## src/rtl/apb_slave_regfile.sv

```systemverilog
// apb_slave_regfile: APB completer holding NREGS x 32-bit read/write registers.
// Decodes Paddr against BASE_ADDR, inserts WAIT_STATES access-phase wait cycles
// before a one-cycle Pready, and returns registered read data on Prdata.
//
// Ports:
//   clk      single clock, all logic on posedge
//   rst      synchronous active-low reset
//   Psel     completer select
//   Penable  access-phase strobe
//   Pwrite   1 = write, 0 = read
//   Paddr    byte address
//   Pwdata   write data
//   Prdata   registered read data, valid while Pready=1 on a read
//   Pready   registered transfer-complete strobe
//   Pslverr  registered error response on a miss (only with APB_SLV_PSLVERR_EN)
//
// Build option: define APB_SLV_PSLVERR_EN to add the Pslverr port.
module apb_slave_regfile #(
  parameter int unsigned NREGS       = 16,
  parameter logic [31:0] BASE_ADDR   = 32'h8000_0000,
  parameter int unsigned WAIT_STATES = 0
) (
  input  logic        clk,
  input  logic        rst,
  input  logic        Psel,
  input  logic        Penable,
  input  logic        Pwrite,
  input  logic [31:0] Paddr,
  input  logic [31:0] Pwdata,
  output logic [31:0] Prdata,
  output logic        Pready
`ifdef APB_SLV_PSLVERR_EN
  ,
  output logic        Pslverr
`endif
);

  localparam int unsigned IdxW     = $clog2(NREGS);
  localparam logic [2:0]  WaitInit = 3'(WAIT_STATES - 1);

  typedef enum logic [1:0] {StIdle, StWait, StReady} state_e;

  state_e        state_q, state_d;
  logic [2:0]    cnt_q, cnt_d;
  logic [31:0]   addr_q, wdata_q;
  logic          write_q;
  logic [31:0]   prdata_q;
  logic          pready_q;
  logic [31:0]   regs_q [NREGS];

  logic          setup;
  logic          latch;
  logic          enter_ready;
  logic [31:0]   cur_addr, cur_wdata, cur_off;
  logic          cur_write, cur_hit;
  logic [IdxW-1:0] cur_idx;

  assign setup = Psel && !Penable;

  // With zero wait states the transfer completes straight out of setup, so the
  // live bus values are used; otherwise the setup-latched copies are used and
  // bus changes during WAIT have no effect. The hit flag is derived from the
  // latched address, which is equivalent to latching the hit itself.
  always_comb begin
    if (state_q == StWait) begin
      cur_addr  = addr_q;
      cur_wdata = wdata_q;
      cur_write = write_q;
    end else begin
      cur_addr  = Paddr;
      cur_wdata = Pwdata;
      cur_write = Pwrite;
    end
    cur_off = cur_addr - BASE_ADDR;
    cur_hit = (cur_addr[1:0] == 2'b00) && (cur_addr >= BASE_ADDR) && (cur_off < NREGS * 4);
    cur_idx = cur_off[IdxW+1:2];
  end

  always_comb begin
    state_d     = state_q;
    cnt_d       = cnt_q;
    latch       = 1'b0;
    enter_ready = 1'b0;
    unique case (state_q)
      StIdle, StReady: begin
        // A new setup in the READY cycle is accepted (back-to-back transfers).
        if (setup) begin
          latch = 1'b1;
          if (WAIT_STATES == 0) begin
            state_d     = StReady;
            enter_ready = 1'b1;
          end else begin
            state_d = StWait;
            cnt_d   = WaitInit;
          end
        end else begin
          state_d = StIdle;
        end
      end
      StWait: begin
        if (!Psel) begin
          state_d = StIdle;  // abort: nothing commits
        end else if (Penable) begin
          if (cnt_q == 3'd0) begin
            state_d     = StReady;
            enter_ready = 1'b1;
          end else begin
            cnt_d = cnt_q - 3'd1;
          end
        end
      end
      default: state_d = StIdle;
    endcase
  end

`ifdef APB_SLV_PSLVERR_EN
  logic pslverr_q;
  always_ff @(posedge clk) begin
    if (!rst) begin
      pslverr_q <= 1'b0;
    end else begin
      pslverr_q <= enter_ready && !cur_hit;
    end
  end
  assign Pslverr = pslverr_q;
`endif

  always_ff @(posedge clk) begin
    if (!rst) begin
      state_q  <= StIdle;
      cnt_q    <= 3'd0;
      addr_q   <= '0;
      wdata_q  <= '0;
      write_q  <= 1'b0;
      prdata_q <= '0;
      pready_q <= 1'b0;
      for (int i = 0; i < NREGS; i++) begin
        regs_q[i] <= '0;
      end
    end else begin
      state_q  <= state_d;
      cnt_q    <= cnt_d;
      pready_q <= enter_ready;
      if (latch) begin
        addr_q  <= Paddr;
        wdata_q <= Pwdata;
        write_q <= Pwrite;
      end
      if (enter_ready) begin
        if (cur_write) begin
          if (cur_hit) begin
            regs_q[cur_idx] <= cur_wdata;
          end
        end else begin
          prdata_q <= cur_hit ? regs_q[cur_idx] : 32'h0;
        end
      end
    end
  end

  assign Prdata = prdata_q;
  assign Pready = pready_q;

endmodule

```

## config.mk

```make
export PLATFORM = sky130hd
export DESIGN_NAME = apb_slave_regfile
export DESIGN_NICKNAME = d
export VERILOG_FILES = /design/src/rtl/apb_slave_regfile.sv
export SDC_FILE = /design/constraint.sdc
export NUM_CORES = 1
export LEC_CHECK = 0
export BUFFER_PORTS_ARGS = -buffer_cell sky130_fd_sc_hd__clkbuf_2
export CAP_MARGIN = 20
export CORE_MARGIN = 1
export CORE_UTILIZATION = 57
export DETAILED_ROUTE_END_ITERATION = 10
export HOLD_SLACK_MARGIN = 0.02
export PLACE_DENSITY = 0.76
export SETUP_SLACK_MARGIN = 0.15
export SLEW_MARGIN = 10
export SYNTH_ARGS = -nofsm -noshare
export SYNTH_HDL_FRONTEND = slang
export SYNTH_SLANG_ARGS = --single-unit
```

## constraint.sdc

```tcl
create_clock -name clk -period 8.2 [get_ports clk]
set_clock_uncertainty 0.1 [all_clocks]
set_input_delay 2.46 -clock clk [delete_from_list [all_inputs] [get_ports clk]]
set_output_delay 2.46 -clock clk [all_outputs]
set_load 0.02 [all_outputs]
```

==> Yosys cells after proc, flatten, opt, wreduce, memory -nomap -nowiden <==
Memory sizes are Yosys's and may differ from the RTL's.
Index checks and enable logic that the tools add are counted.
{ "totals": {"ff_bits": 103, "mem_bits_rw": 512, "in_bits": 69, "out_inout_bits": 33, "word_cells": 54, "n_memories": 1} }
{ "memory_table": {"columns": ["name", "words", "word_bits", "rd", "rd_ports_with_merged_regs", "wr", "line_no", "source"], "rows": [
  ["regs_q", 16, 32, 1, 0, 16, "49", "logic [31:0] regs_q [NREGS];"]
]} }
{ "op_classes": {"addsub": 2, "magnitude_cmp": 2, "eq_ne": 4, "muxes": 24, "n_bitwise": 2, "reduce_logical": 12} }
{ "op_table": {"columns": ["op", "n"], "rows": [
  ["32-bit 2-to-1 mux", 4],
  ["32-bit >= comparator (second input constant)", 1],
  ["32-bit by 7-bit less-than comparator with 1-bit output (second input constant)", 1],
  ["32-bit OR reduction", 1],
  ["32-bit subtractor (second input constant)", 1],
  ["1-bit 2-to-1 mux", 13],
  ["2-bit 2-to-1 mux", 4],
  ["2-bit logical NOT", 2],
  ["4-bit 2-to-1 mux", 1],
  ["2-bit one-hot mux with 2 select lines", 1],
  ["2-bit AND reduction", 2],
  ["4-bit AND reduction", 1],
  ["1-bit logical AND", 3],
  ["3-bit logical NOT", 1],
  ["3-bit by 2-bit != test with 1-bit output (second input constant)", 1],
  ["3-bit != test (second input constant)", 1],
  ["3-bit by 1-bit subtractor with 3-bit output (second input constant)", 1],
  ["2-bit by 1-bit == test with 1-bit output (second input constant)", 1],
  ["2-bit == test (second input constant)", 1],
  ["1-bit NOT", 2],
  ["1-bit one-hot mux with 2 select lines", 1],
  ["2-bit OR reduction", 1],
  ["1-bit logical NOT", 1]
]} }

==> Depth between registers and ports, before layout <==
{ "logic_depth": {"word_depth": 12, "ltp_mapped": 7} }

==> Worst setup path before layout <==
OpenSTA, ideal clock, no wires.
{ "synth_path": {"kind": "in2reg", "start": "in Paddr[23]", "end": "mem regs_q[7][0], enable pin", "setup_time_ns": 0.470, "arrival_ns": 5.756, "required_ns": 7.630, "path_slack_ns": 1.874, "cell_stages": 5, "n_path_buf": 1, "cell_sequence": "nor4b_1 and4_1 buf_2 nand4b_1 o31ai_1"} }
{ "synth_rtl": {"columns": ["item", "line_no", "source"], "rows": [
  ["from (decl)", "28", "input logic [31:0] Paddr,"],
  ["to (decl)", "49", null]
]} }

==> run summary <==
PD cells: 227.2 nW/um^2
Seq/Total Area, Yosys: 66.67%
Layout area overhead: 11.24%
Setup repair after global routing missed its margin: no
I/O Pins: 102
Die H: 207.4 microns
Initial core utilization: 58.37%
Die area: 43020 sq um
Placer Congestion: 0.8178
Crit path DAT: 5.95 ns
Setup crit end kind: flop
Site row count: 74
Cell Area, Synth: 24050 sq um
Fmax: 172.1 MHz
Min Tclk post-route: 5.810 ns
CP Launch Type: input port
Drt drc: 0
Net Sw Frac: 22.82%
Final period util: 70.86%
DR vias: 15620
Register area: 16040 sq um
Worst reg2reg setup slack: 6.65 ns
Mean Syn Cell Area: 12.73 sq um
DP HPWL: 34.68 mm
Worst path required time: 8.34 ns
Final wirelength: 61.37 mm
Grt total ovfl: 0
Setup_tns: 0 ns
Longest Clk Path Bufs: 3
Wirelength per Cell: 24.60 microns
Commonest non-fill, non-tap cell in the layout: nor2_1
Vias per inst: 6.259
Die width: 207.4 microns
Cell leakage power: 0.009341 uW
Switching pwr: 1387 uW
Clock Latency Late Sink: 0.61 ns
Clock power share: 40.2%
Post-Syn Nets: 1959
Final hold violations: 0
Max-slew violations: 0
Highest-count cells in the layout ignoring fill and taps: nor2_1 (526), edfxtp_1 (512), mux2i_1 (224)
Slew margin rel.: 25.29%
Run status: completed
Synth cell types: 33
DR pass1 iterations: 5
Final setup fails: 0
Combinational share of power: 7.2%
Max Cap Viol: 0
Fin nets: 1984
Seq pwr share: 52.6%
Hold Path Class: reg2reg
Iter 0 DRT Violations: 1487
CTS tree: built
Vias in the first global route: 15610
Global Route Usage Sum: 28.51%
Hold buffer count at CTS: 0
Antenna Violating Nets Remaining: 0
Initial antenna violation count: 2
Slew @ Worst Pin: 1.121 ns
I/O Buffers: 101
Final cell utilization of the core: 64.93%
First-pass GRT wire length: 91.85 mm
CP Class: in2reg
Int Power: 4691 uW
Pin count of the biggest net entering global routing: 103
Register bit total from synthesis: 545
Setup bufs post-CTS: 0
Clock slew at reported path FFs: 0.06 ns
Cts repair resizes: 0
Worst-path fanout max: 27
CTS H-tree depth: 2
Clock Root Buffer: clkbuf_16
YS warnings: 0
Cells after Synth: 1890
Layout cells sized above 1: 15.71%
Core ar.: 41200 sq um
CTS buffer count: 55
Sink Count: 545
WHS: 0.4123 ns
Multi-input logic area: 7378 sq um
FILL cells: 2986
Peak supply drop: 0.1623 mV
-- state kept, by name, summed over array words and instances, names as in the netlist --
register	count
regs_q	512
Prdata	32
Pready	1
-- worst paths after layout --
check | from | cells after the start | to
min reg2reg | Prdata[3]$_SDFFE_PN0P_ | 2 | Prdata[3]$_SDFFE_PN0P_
min | Prdata[3]$_SDFFE_PN0P_ | 2 | Prdata[3]$_SDFFE_PN0P_
max reg2reg | regs_q[0][4]$_SDFFCE_PN0P_ | 4 | Prdata[4]$_SDFFE_PN0P_
max | rst | 6 | regs_q[4][8]$_SDFFCE_PN0P_
-- critical path: stages --
cell and delay (ns):
clkbuf_2 0.72, and3b_1 0.29, and4_1 0.78, nand4b_1 0.59
o31ai_4 0.54, buf_4 0.53
-- per-layer routing --
layer	vias up	GRT usage [%]	wire [microns]
li1	6956	-	-
met3	132	3.873	4805
met1	7746	35.66	23100
met4	0	16.11	3243
met5	-	0	0
met2	781	48.06	30220
-- metrics by stage --
stage | setup slack [ns] | std cells | area (sq um) | total power (uW)
5_1_grt | 2.295 | 2495 | 26750 | 6241
4_1_cts | 2.436 | 2489 | 26650 | 6086
2_1_floorplan | 1.874 | 1890 | 24050 | 3530
3_5_place_dp | 1.812 | 2386 | 24900 | 3681
6_report | 2.390 | 2495 | 26750 | 6078
3_3_place_gp | 1.990 | 2386 | 24900 | 3664
-- synth_stat cells, drive strengths merged --
cell    instances  share of area (%)
a21oi          64                1.3
a221oi         64                3.1
a22oi          64                2.0
and2            1              0.026
and3b           1              0.036
and4            2              0.073
buf           106                2.5
clkbuf         68                1.1
dfxtp          33                2.7
edfxtp        512                 64
inv             3              0.047
mux2           32                1.5
mux2i         224                9.3
nand2          68                1.1
nand2b          5               0.13
nand3          18               0.43
nand4           2              0.052
nand4b          1              0.036
nor2          527                8.2
nor2b           2              0.052
nor3            3              0.062
nor4            6               0.16
nor4b           1              0.036
o21ai          36               0.75
o22ai          32               0.83
o31a            1              0.036
o31ai          12               0.37
or2             2              0.052
-- final cells by class --
cell class	instances	share of cell area (%)
clock buffer	70	5.663
timing repair buffer	142	3.367
antenna	2	0.01871
tap	532	2.488
multi-input combinational	1168	27.58
sequential	545	59.94
clock inverter	33	0.9073
inverter	3	0.04209
-- cell families after synthesis --
kind of cell | synth area share [%]
AND/OR/NAND/NOR | 10.43
flip-flops | 66.67
AO/OA/AOI/OAI | 8.459
multiplexers | 10.82
buffers and inverters | 3.621
-- power by group through the flow --
| stage | Clock [uW] | Combinational (uW) | Sequential (uW) |
|---|---|---|---|
| after global placement | 0 | 417 | 3250 |
| after CTS | 2460 | 427 | 3200 |
| after detailed placement | 0 | 425 | 3260 |
| after floorplan | 0 | 278 | 3250 |
| final | 2450 | 435 | 3200 |
| after global routing | 2570 | 460 | 3210 |
No activity file was read; power rests on OpenSTA's default activity.
